**config.mk**
```make
export PLATFORM = sky130hd
export DESIGN_NAME = ifetch_flat
export DESIGN_NICKNAME = d
export VERILOG_FILES = /design/src/rtl/ifetch_pkg.sv /design/src/rtl/ifetch_if.sv /design/src/rtl/ifetch_pcstack.sv /design/src/rtl/ifetch.sv /design/src/flat_wrapper.sv
export SDC_FILE = /design/constraint.sdc
export NUM_CORES = 1
export LEC_CHECK = 0
export ABC_AREA = 1
export CORE_ASPECT_RATIO = 0.75
export CORE_UTILIZATION = 45
export CTS_CLUSTER_DIAMETER = 150
export DETAILED_ROUTE_END_ITERATION = 12
export GPL_TIMING_DRIVEN = 0
export PLACE_DENSITY = 0.74
export SETUP_SLACK_MARGIN = 0.02
export SLEW_MARGIN = 20
export SYNTH_ARGS = -nofsm -noshare
export SYNTH_HDL_FRONTEND = slang
export SYNTH_SLANG_ARGS = --single-unit
```
**constraint.sdc**
```tcl
create_clock -name clk -period 1.45 [get_ports clk]
set_input_delay 0.29 -clock clk [delete_from_list [all_inputs] [get_ports clk]]
set_output_delay 0.29 -clock clk [all_outputs]
set_load 0.02 [all_outputs]
```
**src/rtl/ifetch_pkg.sv**
```systemverilog
// ---------------------------------------------------------------------------
// ifetch_pkg : shared RISC8 definitions used by the fetch stage and decoder.
//   - NOP constant and opcode mask/pattern pairs for GOTO, CALL, RETLW, SLEEP
//   - RUN/SLEEP state encoding
//   - PCL file-register address
//   - op_match() helper for masked opcode compares
// ---------------------------------------------------------------------------
package ifetch_pkg;

  localparam logic [11:0] NOP        = 12'h000;

  // GOTO 101k_kkkk_kkkk
  localparam logic [11:0] GOTO_MASK  = 12'hE00;
  localparam logic [11:0] GOTO_PAT   = 12'hA00;
  // CALL 1001_kkkk_kkkk
  localparam logic [11:0] CALL_MASK  = 12'hF00;
  localparam logic [11:0] CALL_PAT   = 12'h900;
  // RETLW 1000_kkkk_kkkk
  localparam logic [11:0] RETLW_MASK = 12'hF00;
  localparam logic [11:0] RETLW_PAT  = 12'h800;
  // SLEEP 0000_0000_0011
  localparam logic [11:0] SLEEP_MASK = 12'hFFF;
  localparam logic [11:0] SLEEP_PAT  = 12'h003;

  localparam logic [4:0]  PCL_ADDR   = 5'd2;

  typedef enum logic {
    ST_RUN   = 1'b0,
    ST_SLEEP = 1'b1
  } state_t;

  function automatic logic op_match(input logic [11:0] inst,
                                    input logic [11:0] mask,
                                    input logic [11:0] pat);
    return (inst & mask) == pat;
  endfunction

endpackage

```
**src/rtl/ifetch_if.sv**
```systemverilog
// ---------------------------------------------------------------------------
// ifetch_if : program-memory / decoder / datapath signals of the fetch stage.
//   master : the fetch stage (drives paddr, inst, sleeping, stack_ovf)
//   slave  : the surroundings (drive pdata, skip, pcl_we, pcl_data,
//            status_pa, wake)
// ---------------------------------------------------------------------------
interface ifetch_if #(
  parameter int PC_WIDTH = 11
);
  logic [PC_WIDTH-1:0] paddr;
  logic [11:0]         pdata;
  logic [11:0]         inst;
  logic                skip;
  logic                pcl_we;
  logic [7:0]          pcl_data;
  logic [1:0]          status_pa;
  logic                wake;
  logic                sleeping;
  logic                stack_ovf;

  modport master (
    output paddr, inst, sleeping, stack_ovf,
    input  pdata, skip, pcl_we, pcl_data, status_pa, wake
  );

  modport slave (
    input  paddr, inst, sleeping, stack_ovf,
    output pdata, skip, pcl_we, pcl_data, status_pa, wake
  );
endinterface

```
**src/rtl/ifetch_pcstack.sv**
```systemverilog
// ---------------------------------------------------------------------------
// pcstack : two-level hardware return stack.
//   clk, reset   : clock, asynchronous active-high reset
//   i_push/i_din : push i_din (stk2 <= stk1, stk1 <= i_din)
//   i_pop        : pop (stk1 <= stk2, stk2 unchanged)
//   o_top        : current stk1
//   o_ovf        : registered pulse, push while already two deep
// ---------------------------------------------------------------------------
module pcstack #(
  parameter int W = 11
) (
  input  logic         clk,
  input  logic         reset,
  input  logic         i_push,
  input  logic         i_pop,
  input  logic [W-1:0] i_din,
  output logic [W-1:0] o_top,
  output logic         o_ovf
);

  logic [W-1:0] r_stk1;
  logic [W-1:0] r_stk2;
  logic [1:0]   r_depth;
  logic         r_ovf;

  always_ff @(posedge clk or posedge reset) begin
    if (reset) begin
      r_stk1  <= '0;
      r_stk2  <= '0;
      r_depth <= 2'd0;
      r_ovf   <= 1'b0;
    end else begin
      r_ovf <= i_push && (r_depth == 2'd2);
      if (i_push) begin
        r_stk2 <= r_stk1;
        r_stk1 <= i_din;
        if (r_depth != 2'd2) r_depth <= r_depth + 2'd1;
      end else if (i_pop) begin
        // stk2 is left in place, so underflowing pops keep returning it
        r_stk1 <= r_stk2;
        if (r_depth != 2'd0) r_depth <= r_depth - 2'd1;
      end
    end
  end

  assign o_top = r_stk1;
  assign o_ovf = r_ovf;

endmodule

```
**src/rtl/ifetch.sv**
```systemverilog
// ---------------------------------------------------------------------------
// ifetch : RISC8 instruction fetch stage (PC, return stack, instruction reg).
//   clk    : clock
//   reset  : asynchronous active-high reset
//   bus    : ifetch_if.master
//     paddr     out  program-memory address (= PC)
//     pdata     in   program word at paddr (combinational)
//     inst      out  executing instruction
//     skip      in   skip condition for inst
//     pcl_we    in   inst writes PCL
//     pcl_data  in   value written to PCL
//     status_pa in   page bits -> PC[10:9]
//     wake      in   leave SLEEP
//     sleeping  out  in SLEEP state
//     stack_ovf out  pulse on push into a full stack
// ---------------------------------------------------------------------------
module ifetch
  import ifetch_pkg::*;
#(
  parameter int                    PC_WIDTH     = 11,
  parameter logic [PC_WIDTH-1:0]   RESET_VECTOR = '1
) (
  input  logic     clk,
  input  logic     reset,
  ifetch_if.master bus
);

  logic [PC_WIDTH-1:0] r_pc;
  logic [11:0]         r_inst;
  state_t              r_state;

  logic [PC_WIDTH-1:0] w_pc_next;
  logic [PC_WIDTH-1:0] w_pc_inc;
  logic [11:0]         w_inst_next;
  state_t              w_state_next;
  logic                w_push;
  logic                w_pop;
  logic [PC_WIDTH-1:0] w_top;
  logic                w_ovf;

  logic w_is_goto;
  logic w_is_call;
  logic w_is_retlw;
  logic w_is_sleep;

  assign w_is_goto  = op_match(r_inst, GOTO_MASK,  GOTO_PAT);
  assign w_is_call  = op_match(r_inst, CALL_MASK,  CALL_PAT);
  assign w_is_retlw = op_match(r_inst, RETLW_MASK, RETLW_PAT);
  assign w_is_sleep = op_match(r_inst, SLEEP_MASK, SLEEP_PAT);

  assign w_pc_inc = r_pc + PC_WIDTH'(1);

  pcstack #(.W(PC_WIDTH)) u_stack (
    .clk    (clk),
    .reset  (reset),
    .i_push (w_push),
    .i_pop  (w_pop),
    .i_din  (r_pc),
    .o_top  (w_top),
    .o_ovf  (w_ovf)
  );

  always_ff @(posedge clk or posedge reset) begin
    if (reset) begin
      r_pc    <= RESET_VECTOR;
      r_inst  <= NOP;
      r_state <= ST_RUN;
    end else begin
      r_pc    <= w_pc_next;
      r_inst  <= w_inst_next;
      r_state <= w_state_next;
    end
  end

  // Every redirect leaves inst = NOP, which flushes the word fetched
  // from the old PC. r_pc already points past the executing instruction,
  // so it is the CALL return address.
  always_comb begin
    w_pc_next    = r_pc;
    w_inst_next  = NOP;
    w_state_next = r_state;
    w_push       = 1'b0;
    w_pop        = 1'b0;
    case (r_state)
      ST_RUN: begin
        if (w_is_goto) begin
          w_pc_next = PC_WIDTH'({bus.status_pa, r_inst[8:0]});
        end else if (w_is_call) begin
          w_push    = 1'b1;
          w_pc_next = PC_WIDTH'({bus.status_pa, 1'b0, r_inst[7:0]});
        end else if (w_is_retlw) begin
          w_pop     = 1'b1;
          w_pc_next = w_top;
        end else if (w_is_sleep) begin
          w_state_next = ST_SLEEP;
        end else if (bus.pcl_we) begin
          w_pc_next = PC_WIDTH'({bus.status_pa, 1'b0, bus.pcl_data});
        end else if (bus.skip) begin
          w_pc_next = w_pc_inc;
        end else begin
          w_pc_next   = w_pc_inc;
          w_inst_next = bus.pdata;
        end
      end
      ST_SLEEP: begin
        // The word at the held PC (after SLEEP) becomes the first executed
        if (bus.wake) begin
          w_pc_next    = w_pc_inc;
          w_inst_next  = bus.pdata;
          w_state_next = ST_RUN;
        end
      end
      default: w_state_next = ST_RUN;
    endcase
  end

  assign bus.paddr     = r_pc;
  assign bus.inst      = r_inst;
  assign bus.sleeping  = (r_state == ST_SLEEP);
  assign bus.stack_ovf = w_ovf;

endmodule

```
**src/flat_wrapper.sv**
```systemverilog
// flat-port wrapper written by rule: the top's interface ports become plain ports
module ifetch_flat import ifetch_pkg::*;
#(
  parameter int                    PC_WIDTH     = 11,
  parameter logic [PC_WIDTH-1:0]   RESET_VECTOR = '1
)
  (clk, reset, bus_paddr, bus_inst, bus_sleeping, bus_stack_ovf, bus_pdata, bus_skip, bus_pcl_we, bus_pcl_data, bus_status_pa, bus_wake);
  ifetch_if #(.PC_WIDTH(PC_WIDTH)) bus_i ();
  input  logic clk;
  input  logic reset;
  output wire logic [$bits(bus_i.paddr)-1:0] bus_paddr;
  output wire logic [$bits(bus_i.inst)-1:0] bus_inst;
  output wire logic [$bits(bus_i.sleeping)-1:0] bus_sleeping;
  output wire logic [$bits(bus_i.stack_ovf)-1:0] bus_stack_ovf;
  input wire logic [$bits(bus_i.pdata)-1:0] bus_pdata;
  input wire logic [$bits(bus_i.skip)-1:0] bus_skip;
  input wire logic [$bits(bus_i.pcl_we)-1:0] bus_pcl_we;
  input wire logic [$bits(bus_i.pcl_data)-1:0] bus_pcl_data;
  input wire logic [$bits(bus_i.status_pa)-1:0] bus_status_pa;
  input wire logic [$bits(bus_i.wake)-1:0] bus_wake;
  assign bus_paddr = bus_i.paddr;
  assign bus_inst = bus_i.inst;
  assign bus_sleeping = bus_i.sleeping;
  assign bus_stack_ovf = bus_i.stack_ovf;
  assign bus_i.pdata = bus_pdata;
  assign bus_i.skip = bus_skip;
  assign bus_i.pcl_we = bus_pcl_we;
  assign bus_i.pcl_data = bus_pcl_data;
  assign bus_i.status_pa = bus_status_pa;
  assign bus_i.wake = bus_wake;
  ifetch #(.PC_WIDTH(PC_WIDTH), .RESET_VECTOR(RESET_VECTOR)) u_core (.clk(clk), .reset(reset), .bus(bus_i));
endmodule
```
* Word level (Yosys, flattened, before mapping)
Index checks and enable logic that the tools add are counted.
** Storage, ports and cells
- Flip-flop bits (word level) :: 49
- Bits in latches :: 0
- RAM bits :: 0
- Memory bits (read-only) :: 0
- Input bits :: 27
- Memories kept :: 0
** Operators by class
- Add/sub/neg operators :: 3
- Multiply operators :: 0
- Div/mod/pow operators :: 0
- Magnitude comparators :: 0
- Equality and inequality tests :: 9
- Shift operators :: 0
- Multiplexer cells :: 34
- Bitwise operators :: 1
- Reductions and logical operators :: 6
** Operators by type and width (number)
- two-way mux 11 bit :: 8
- two-way mux 12 bit :: 7
- case mux 12 bit (2 select lines) :: 1
- case mux 11 bit (2 select lines) :: 1
- equality test 12 x 2 -> 1 bit, second input constant :: 1
- two-way mux 1 bit :: 12
- adder 11 x 1 -> 11 bit, second input constant :: 1
- equality test 4 bit, second input constant :: 2
- two-way mux 2 bit :: 4
- nonzero test 2 bit :: 3
- inequality test 5 x 2 -> 1 bit, second input constant :: 1
- inequality test 2 bit, second input constant :: 2
- equality test 3 bit, second input constant :: 1
- AND reduction 3 bit :: 1
- adder 2 x 1 -> 2 bit, second input constant :: 1
- equality test 2 bit, second input constant :: 1
- inequality test 2 x 1 -> 1 bit, second input constant :: 1
- case mux 1 bit (2 select lines) :: 1
- AND reduction 2 bit :: 1
- subtractor 2 x 1 -> 2 bit, second input constant :: 1
- logical AND 1 bit :: 1
- NOT 1 bit :: 1

* Longest topological paths before layout
Gate-level depths: netlist (run 1).
- Depth after elaboration :: 7
- Gate-level depth with buffers :: 12
- Mapped depth without buffers :: 11

* By module
A second synthesis (run 1) with hierarchy kept.
** Unflattened totals
- Cells, all modules :: 382
- Area total of the unflattened synthesis :: 2835.2 sq um
** By module, submodules not included
- ifetch :: times used 1, cells an instance 258, area each 1707.9 sq um, seq. area each 614.3 sq um
- pcstack :: times used 1, cells an instance 124, area each 1127.3 sq um, seq. area each 625.6 sq um

* Least setup slack after synthesis (run 1)
Ideal clock, no wire load.
- Kind :: reg-to-reg
- Start point :: register u_core.r_pc[0], in the netlist u_core.bus.paddr[0]
- End point :: register u_core.r_pc[10], in the netlist u_core.bus.paddr[10]
- Setup time :: 0.076 ns
- Arrival time :: 1.471 ns
- Slack :: -0.097 ns
- Stages on the path, launching flop included :: 11
- Buffers on the path :: 0
- Period minus slack after synthesis :: 1.547 ns
- Path through :: dfstp_2 -> ha_1 -> nand2_1 -> nor2_1 -> nand3_1 -> nand3_1 -> nand2_1 -> nand2_1 -> nand2_1 -> nand2_1 -> nand2_1
** On the way
- Longest elaborated chain between the ends :: 7
- Elaborated cells between the ends (all ways) :: 8
** Ends and longest elaborated chain
- from (decl) :: RTL line ifetch.sv:28 : logic [PC_WIDTH-1:0] r_pc;
- from (signal assigned) :: RTL line ifetch.sv:69 : r_pc <= w_pc_next;
- adder 11 x 1 -> 11 bit (*) :: RTL line ifetch.sv:51 : assign w_pc_inc = r_pc + PC_WIDTH'(1);
- two-way mux 11 bit :: RTL line ifetch.sv:96 : end else if (bus.pcl_we) begin
- two-way mux 11 bit :: RTL line ifetch.sv:94 : end else if (w_is_sleep) begin
- two-way mux 11 bit :: RTL line ifetch.sv:91 : end else if (w_is_retlw) begin
- two-way mux 11 bit :: RTL line ifetch.sv:88 : end else if (w_is_call) begin
- two-way mux 11 bit :: RTL line ifetch.sv:86 : if (w_is_goto) begin
- case mux 11 bit (2 select lines) (*) :: RTL line ifetch.sv:84 : case (r_state)
Every way passes the cells marked *; elsewhere a longest branch is shown, timed or not. The select of a mux whose other input is x is not followed.
A chain may end at the register's enable or synchronous reset.

* Final worst setup path (run 1)
- Start point :: register u_core.r_inst[8], in the netlist u_core.bus.inst[8]
- End point :: register u_core.r_pc[3], in the netlist u_core.bus.paddr[3]
** On the way
- Longest elaborated chain between the ends :: 5
- Elaborated cells between the ends (all ways) :: 9
** Ends and longest elaborated chain
- from (decl) :: RTL line ifetch.sv:29 : logic [11:0] r_inst;
- from (signal assigned) :: RTL line ifetch.sv:70 : r_inst <= w_inst_next;
- equality test 4 bit :: RTL line ifetch_pkg.sv:35 : return (inst & mask) == pat;
- two-way mux 11 bit :: RTL line ifetch.sv:91
- two-way mux 11 bit :: RTL line ifetch.sv:88
- two-way mux 11 bit :: RTL line ifetch.sv:86
- case mux 11 bit (2 select lines) :: RTL line ifetch.sv:84
Several ways; a longest one is shown, not always the timed one.

==> results of run 1 <==
worst max-delay path by stage:
stage                                      to  cells past startpoint
detailed placement        u_core.bus.paddr[1]                      7
global route        u_core.u_stack.r_depth[0]                      8
CTS                       u_core.bus.paddr[7]                     13
floorplan                u_core.bus.paddr[10]                     10
global placement          u_core.bus.paddr[1]                      7
finish                    u_core.bus.paddr[3]                     10
cell usage in the layout (no fill, tap or decap), drive strengths merged, types with 2 or more instances in the layout:
cell type / count
dfrtp: 38
clkbuf: 10
nand3: 30
o221ai: 10
buf: 64
dlygate4sd2: 9
inv: 54
nand2: 116
clkinv: 2
clkinvlp: 2
o21ai: 31
a21oi: 5
nor2: 37
or2: 5
clkdlybuf4s50: 26
dfstp: 11
nor3: 4
registers in the layout (all words and copies together), names as in the netlist:
| signal | cells |
|---|---|
| u_core.u_stack.o_top | 11 |
| u_core.bus.paddr | 11 |
| u_core.u_stack.o_ovf | 1 |
| u_core.bus.inst | 12 |
| u_core.u_stack.r_depth | 2 |
| u_core.bus.sleeping | 1 |
| u_core.u_stack.r_stk2 | 11 |
worst reg2reg max path: stages, from the launching register on:
cell      delay (ns)
dfrtp_2         0.42
buf_6           0.13
nor2_4          0.06
buf_12          0.12
nor2_4          0.15
inv_2           0.07
buf_4           0.14
buf_6           0.13
o211ai_1        0.11
nand3_1         0.12
a21oi_2         0.14
layout make-up:
| cell class | count | area share [%] |
|---|---|---|
| multi-input combinational | 246 | 36.6 |
| sequential | 49 | 29.5 |
| timing repair buffer | 94 | 20.8 |
| inverter | 56 | 5.58 |
| buffer | 10 | 2.85 |
| tap | 78 | 2.31 |
| clock buffer | 6 | 1.96 |
| clock inverter | 2 | 0.326 |
timing repair:
| item | 4_1_cts | 5_1_grt |
|---|---|---|
| cloned | 6 | 1 |
| pin swaps | 21 | 27 |
| setup buffers | 29 | 9 |
| gates resized for setup | 166 | 66 |
| endpoints found under the setup margin | 71 | 56 |
| hold endpoints to repair | 0 | 0 |
power breakdown:
group | leakage [nW] | switching (mW) | internal (mW)
logic | 1.37 | 0.610 | 0.480
registers | 0.627 | 0.153 | 1.53
clock network | 0.0512 | 0.506 | 0.388
cells by family (layout without fill, tap and decap cells):
group	count (synthesis)	in the layout
compound gates	51	51
xor+xnor	1	1
fa+ha+maj	1	1
buf+inv	67	168
flops	49	49
mux	1	1
simple gates	192	192
per-layer routing:
layer	track usage, %	vias to the layer above	part of all wire [%]	wire, um
met5	0	-	0	0
met4	11.6	0	3.7	367
met3	5.74	48	9.0	903
met2	47.9	208	46	4570
met1	41.4	1446	42	4140
li1	-	1348	-	-
==> Flow_metrics.wiki, run 1 <==
{| class="wikitable"
! Metric !! Value
|-
| Number of nets in the layout || 490
|-
| Reg2reg setup slack || -0.19 ns
|-
| Clock network latency to the later pin of the worst-skew pair || 0.32 ns
|-
| Starting DRT DRC Count || 368
|-
| Initial DRT Pass Iterations || 6
|-
| Detailed-placement wirelength estimate || approximately 5300 um
|-
| Sequential standard cell area || 1250 um2
|-
| Final hold violation count || 0
|-
| Total gr overflow || 0
|-
| GRT Total Usage || 30.3%
|-
| Final worst path period need || 1.64 ns
|-
| Clock transition time at the flip-flop clock pins of the worst setup and hold paths || 0.10 ns
|-
| Vias after detailed routing || 3,050
|-
| Multi-input logic area || roughly 1500 um2
|-
| Fraction of registers with async set or reset after synthesis || 100%
|-
| Via count of the first global-routing pass || approximately 2,900
|-
| Number of max-slew violations in the final report || 0
|-
| Reg2reg path depth || 10
|-
| Failing checks || setup timing
|-
| Unrepaired setup endpoints after global routing || yes
|-
| Quantity of I/O buffers inserted on ports || 51
|-
| Number of antenna violations at the first check in global routing || 0
|-
| Critical Setup Path Class || flop to flop
|-
| FILL cells || ~400
|-
| Slowest library cell on the worst path || dfrtp_2
|-
| Overall power consumption || 3.67 mW
|-
| Wire length of the first global-routing pass || around 15,000 um
|-
| Final cycle utilization of the critical path || 113%
|-
| Ratio of cells with drive above 1 in the final layout || 38.7%
|-
| Simple-gate share of the synthesized area || 30.3%
|-
| Data arrival time of the critical path || 1.90 ns
|-
| Final cell utilization of the core || 72.8%
|-
| Commonest cells in the netlist || nand2_1, inv_1, dfrtp_1
|-
| Placeable Area || 5800 um2
|-
| Setup TNS Final || -5.40 ns
|-
| Count of boundary I/O pins || 52
|-
| Setup Skew || 0.0108 ns
|-
| Most common cell in the synthesized netlist || nand2_1
|-
| Worst max-slew margin expressed relative to the limit || 74.6%
|-
| Crit path capture type || flop
|-
| Floorplan row count || 24
|-
| Clock tree from TritonCTS || done
|-
| Worst IR drop on VDD || approximately 0.69 mV
|-
| Hold/Removal Path Class || input port to async pin
|-
| Smallest hold slack || 0.291 ns
|-
| Mean Syn Cell Area || 7.45 um2
|-
| Startpoint class of the critical path || flop
|-
| Total standard cell area after synthesis || 2700 um2
|-
| Final setup violation count || 50
|-
| Per-cell via count in the routed design || 5.64
|-
| Run status || finished with violations
|-
| Die width || 91.4 um
|-
| Worst-path maximum fanout || 4
|-
| Placed cell count || 491
|-
| Unique masters post-synth || 33
|-
| Slew at the pin closest to its max-slew limit || 0.380 ns
|-
| Final instance count without filler cells || 541
|-
| Largest family of logic cells by synthesized area || simple AND/OR/NAND/NOR gates
|-
| Most used flip-flop cell after synthesis || dfrtp_1
|-
| Series of cell instances along the critical path || buf_6 > nor2_4 > buf_12 > nor2_4 > inv_2 > buf_4 > buf_6 > o211ai_1 > nand3_1 > a21oi_2
|-
| Synth Net Count || approximately 400
|-
| Number of hold-repair buffers added at the cts stage || 0
|-
| Die Span Y || approximately 70 um
|-
| Post-route DRC violation count || 0
|-
| Synthesized-area fraction occupied by adder cells || 0.464%
|-
| H-Tree Depth || 2
|-
| Maximum number of pins on one net before global-route repair || 50
|-
| Cell at the root of the clock tree || clkbuf_8
|-
| Worst r2r dst || u_core.bus.paddr[3]
|-
| TritonCTS Sinks || 49
|-
| Antenna-violating nets left || 0
|-
| Worst path top cell family by delay || buffers and inverters
|-
| DIE AREA || around 6300 um2
|-
| Count of maximum capacitance violations || 0
|-
| Routed wire length || 9980 um
|-
| Post-synth top area share || 35.3%
|-
| Dominant cells by area after synthesis || dfrtp_1, nand2_1, dfstp_2, inv_1, nand3_1
|-
| Share of the synthesized area in compound gates (AO/OA/AOI/OAI) || 12.2%
|-
| Antenna diode count || 0
|-
| Post-placement cell area || 3330 um2
|-
| Yosys reg bits || 49
|-
| Clock Path Buffers || 2
|-
| Start of the worst register-to-register path || u_core.bus.inst[8]
|-
| Post-placement setup slack || -0.395 ns
|-
| Number of clock buffers inserted by TritonCTS || 5
|-
| Upper clock frequency limit || 610 MHz
|-
| Warnings, synthesis || 0
|-
| Top cell type by total area after synthesis || dfrtp_1
|-
| Delay of the slowest cell on the worst path || around 0.42 ns
|-
| Count of flip-flops with a built-in enable after synthesis || 0
|-
| Final estimated routing congestion in global placement || 0.833
|-
| Mapped Cells || 362
|-
| Starting utilization of the core area || 46.5%
|-
| Share of the synthesized netlist area taken by xor and xnor gates || 0.325%
|-
| Detailed-route wire length per cell || 18.4 um
|-
| Part of the Yosys area used for sequential elements || 46.0%
|-
| Number of buffer and inverter instances along the worst setup path || 5
|-
| Worst setup path start || u_core.bus.inst[8]
|-
| Setup slack after layout || -0.190 ns
|-
| Worst Path Required || 1.71 ns
|-
| Area delta synth->final || 56.4%
|-
| Fraction of synthesized area in multiplexers || 0.371%
|-
| Power density of the placed cells || between 800 and 900 nW/um2
|-
| Leakage Power || a little over 2 nW
|-
| Finished Cell Area || 4220 um2
|}
No activity file was read; power rests on OpenSTA's default activity.
==> run 2, diff against run 1 <==
--- a/config.mk
+++ b/config.mk
@@ -6,12 +6,12 @@
 export NUM_CORES = 1
 export LEC_CHECK = 0
 export ABC_AREA = 1
-export CORE_ASPECT_RATIO = 0.75
+export CORE_ASPECT_RATIO = 1.25
 export CORE_UTILIZATION = 45
 export CTS_CLUSTER_DIAMETER = 150
 export DETAILED_ROUTE_END_ITERATION = 12
+export DONT_BUFFER_PORTS = 1
 export GPL_TIMING_DRIVEN = 0
-export PLACE_DENSITY = 0.74
 export SETUP_SLACK_MARGIN = 0.02
 export SLEW_MARGIN = 20
 export SYNTH_ARGS = -nofsm -noshare
==> run 2 against run 1 <==
Compared with the run above: the flow finishes with violations (DRC, setup timing); highest routed layer unchanged; power fell by 6.1%; non-clock buffer count fell by 70; critical endpoint is now u_core.u_stack.o_top[1]; core utilization fell by 12 points; sequential share of layout area rose by 5.9 points; critical path depth fell by 3; largest power group unchanged; fmax rose by 2.2%; worst hold slack got worse by 0.22 ns; clock skew rose by 0.0061 ns; setup slack improved by 0.035 ns.
==> Flow_metrics.wiki, run 2 (synthesis gave the netlist of run 1 again) <==
{| class="wikitable"
! Metric !! Value
|-
| Detailed-placement wirelength estimate || 5040 um (-5.4%)
|-
| Vias after detailed routing || 2,465 (-19%)
|-
| Total gr overflow || 0 (unchanged)
|-
| Critical Setup Path Class || flop to flop
|-
| Worst setup path start || u_core.bus.inst[10]
|-
| Commonest non-fill, non-tap cells in the layout || nand2_1, inv_1, nor2_1, dfrtp_1, nand3_1
|-
| Per-cell via count in the routed design || 5.37 (-4.7%)
|-
| Wire length of the first global-routing pass || 11,800 um (-19%)
|-
| Worst r2r dst || u_core.u_stack.o_top[1]
|-
| Setup TNS Final || -4.24 ns (+1.17 ns)
|-
| Detailed-route wire length per cell || 16.9 um (-8.5%)
|-
| Floorplan row count || 31 (+29%)
|-
| Upper clock frequency limit || 623 MHz (+2.2%)
|-
| Leakage Power || 1.71 nW (-16%)
|-
| Area delta synth->final || 30.9%
|-
| Clock tree from TritonCTS || done
|-
| Final cycle utilization of the critical path || 111% (-2.4 points)
|-
| TritonCTS Sinks || 49 (unchanged)
|-
| Placeable Area || 5780 um2 (-0.28%)
|-
| Number of antenna violations at the first check in global routing || 0 (unchanged)
|-
| Failing checks || DRC, setup timing
|-
| Worst Path Required || 1.67 ns (-0.04 ns)
|-
| H-Tree Depth || 2 (unchanged)
|-
| Clock Path Buffers || 2 (unchanged)
|-
| Run status || finished with violations
|-
| Slowest library cell on the worst path || dfrtp_2
|-
| Die Span Y || 88.6 um (+28%)
|-
| Via count of the first global-routing pass || 2,480 (-14%)
|-
| Routed wire length || 7750 um (-22%)
|-
| Unrepaired setup endpoints after global routing || yes
|-
| Worst max-slew margin expressed relative to the limit || 54.7% (-20 points)
|-
| Clock transition time at the flip-flop clock pins of the worst setup and hold paths || 0.09 ns (about the same)
|-
| Number of clock buffers inserted by TritonCTS || 5 (unchanged)
|-
| Die width || 71.3 um (-22%)
|-
| Maximum number of pins on one net before global-route repair || 50 (unchanged)
|-
| Setup slack after layout || -0.155 ns (+0.0350 ns)
|-
| Initial DRT Pass Iterations || 8 (+2)
|-
| Starting DRT DRC Count || 169 (-54%)
|-
| Final estimated routing congestion in global placement || 0.856 (+2.7%)
|-
| Worst-path maximum fanout || 6 (+2)
|-
| Starting utilization of the core area || 46.7% (+0.13 points)
|-
| Hold/Removal Path Class || input port to flop
|-
| Antenna diode count || 0 (unchanged)
|-
| Delay of the slowest cell on the worst path || 0.50 ns (+0.08 ns)
|-
| Critical path's most frequent cell || nand2_4
|-
| Number of nets in the layout || 420 (-14%)
|-
| Data arrival time of the critical path || 1.83 ns (-0.07 ns)
|-
| Worst IR drop on VDD || 0.732 mV (+5.4%)
|-
| Power density of the placed cells || 976 nW/um2 (+12%)
|-
| Clock network latency to the later pin of the worst-skew pair || 0.32 ns (about the same)
|-
| Reg2reg path depth || 7 (-3)
|-
| GRT Total Usage || 24.9% (-5.5 points)
|-
| Reg2reg setup slack || -0.15 ns (+0.04 ns)
|-
| Cell at the root of the clock tree || clkbuf_8
|-
| Commonest non-fill, non-tap cell in the layout || nand2_1
|-
| Post-route DRC violation count || 3 (+3)
|-
| Final worst path period need || 1.60 ns (-0.0350 ns)
|-
| Start of the worst register-to-register path || u_core.bus.inst[10]
|-
| Crit path capture type || flop
|-
| Final setup violation count || 44 (-12%)
|-
| Antenna-violating nets left || 0 (unchanged)
|-
| DIE AREA || 6310 um2 (about the same)
|-
| Slew at the pin closest to its max-slew limit || 0.678 ns (+0.298 ns)
|-
| Critical path destination || u_core.u_stack.o_top[1]
|-
| Setup Skew || 0.0169 ns (+0.00609 ns)
|-
| FILL cells || 535 (+34%)
|-
| Startpoint class of the critical path || flop
|-
| Series of cell instances along the critical path || inv_2 > nand2_4 > nor3_4 > nand2_4 > buf_12 > buf_8 > o221ai_2
|-
| Number of max-slew violations in the final report || 0 (unchanged)
|-
| Number of flip-flops in the largest register || 12 (unchanged)
|-
| Count of boundary I/O pins || 52 (unchanged)
|-
| Overall power consumption || 3.44 mW (-6.1%)
|-
| Count of maximum capacitance violations || 0 (unchanged)
|-
| Ratio of cells with drive above 1 in the final layout || 33.3% (-5.3 points)
|-
| Final hold violation count || 0 (unchanged)
|-
| Quantity of I/O buffers inserted on ports || 0 (-100%)
|}
[run 2: cell type report]
class,instances,area [um2],share of cell area (%)
Buffer,11,134,3.79
Clock buffer,5,68.8,1.95
Clock inverter,3,43.8,1.24
Inverter,56,231,6.56
Multi-Input combinational cell,246,1440,40.7
Sequential cell,49,1250,35.4
Tap cell,66,82.6,2.34
Timing Repair Buffer,23,283,8.01
[run 2: worst min-delay path by stage]
stage,to,startpoint,slack (ns),depth (start not counted)
6_report,u_core.bus.inst[9],bus_pdata[9],0.07,2
2_1_floorplan,u_core.bus.inst[0],reset,0.32,1
3_3_place_gp,u_core.bus.inst[9],bus_pdata[9],0.39,2
5_1_grt,u_core.bus.inst[9],bus_pdata[9],0.06,2
3_5_place_dp,u_core.bus.inst[9],bus_pdata[9],0.40,2
4_1_cts,u_core.bus.inst[9],bus_pdata[9],0.07,2
[run 2: where the power goes]
part           switching, mW  total [mW]  internal, mW
registers              0.250        1.78          1.53
clock network          0.504        1.02         0.518
logic                  0.383       0.638         0.255
total                   1.14        3.44          2.31
[run 2: repair_timing]
action | 4_1_cts | 5_1_grt
buffers inserted | 6 | 8
hold buffers | 0 | 1
resized for setup | 50 | 64
endpoints found under the hold margin | 0 | 26
gates cloned | 1 | 6
setup endpoints to repair | 49 | 48
pin swaps | 7 | 14
[run 2: stage by stage]
stage                     area, um2  worst slack [ns]  cells  utilization, %  hold slack [ns]
after CTS                      3120            -0.152    443            54.0           0.0669
after floorplan                2730           -0.0156    362               -            0.322
after global placement         2810            -0.307    428            48.6            0.394
after detailed placement       2810            -0.345    428            48.6            0.396
after global routing           3530            -0.254    459            61.1           0.0646
final                          3530            -0.155    459            61.1           0.0737
[run 2: routing by layer]
layer | GRT usage [%] | vias up | wire (um) | share of wire [%]
met5 | 0 | - | 0 | 0
met4 | 9.64 | 0 | 172 | 2.2
met3 | 6.38 | 16 | 449 | 5.8
met2 | 42.0 | 72 | 3900 | 50
met1 | 30.6 | 1163 | 3220 | 42
li1 | - | 1214 | - | -
[run 2: worst max-delay path, delay by kind of cell, from the launching register on]
kind,cells,cell delay [ns]
DFF,1,0.50
and+or+nand+nor,3,0.44
buffers and inverters,3,0.42
AOI/OAI and AO/OA,1,0.16
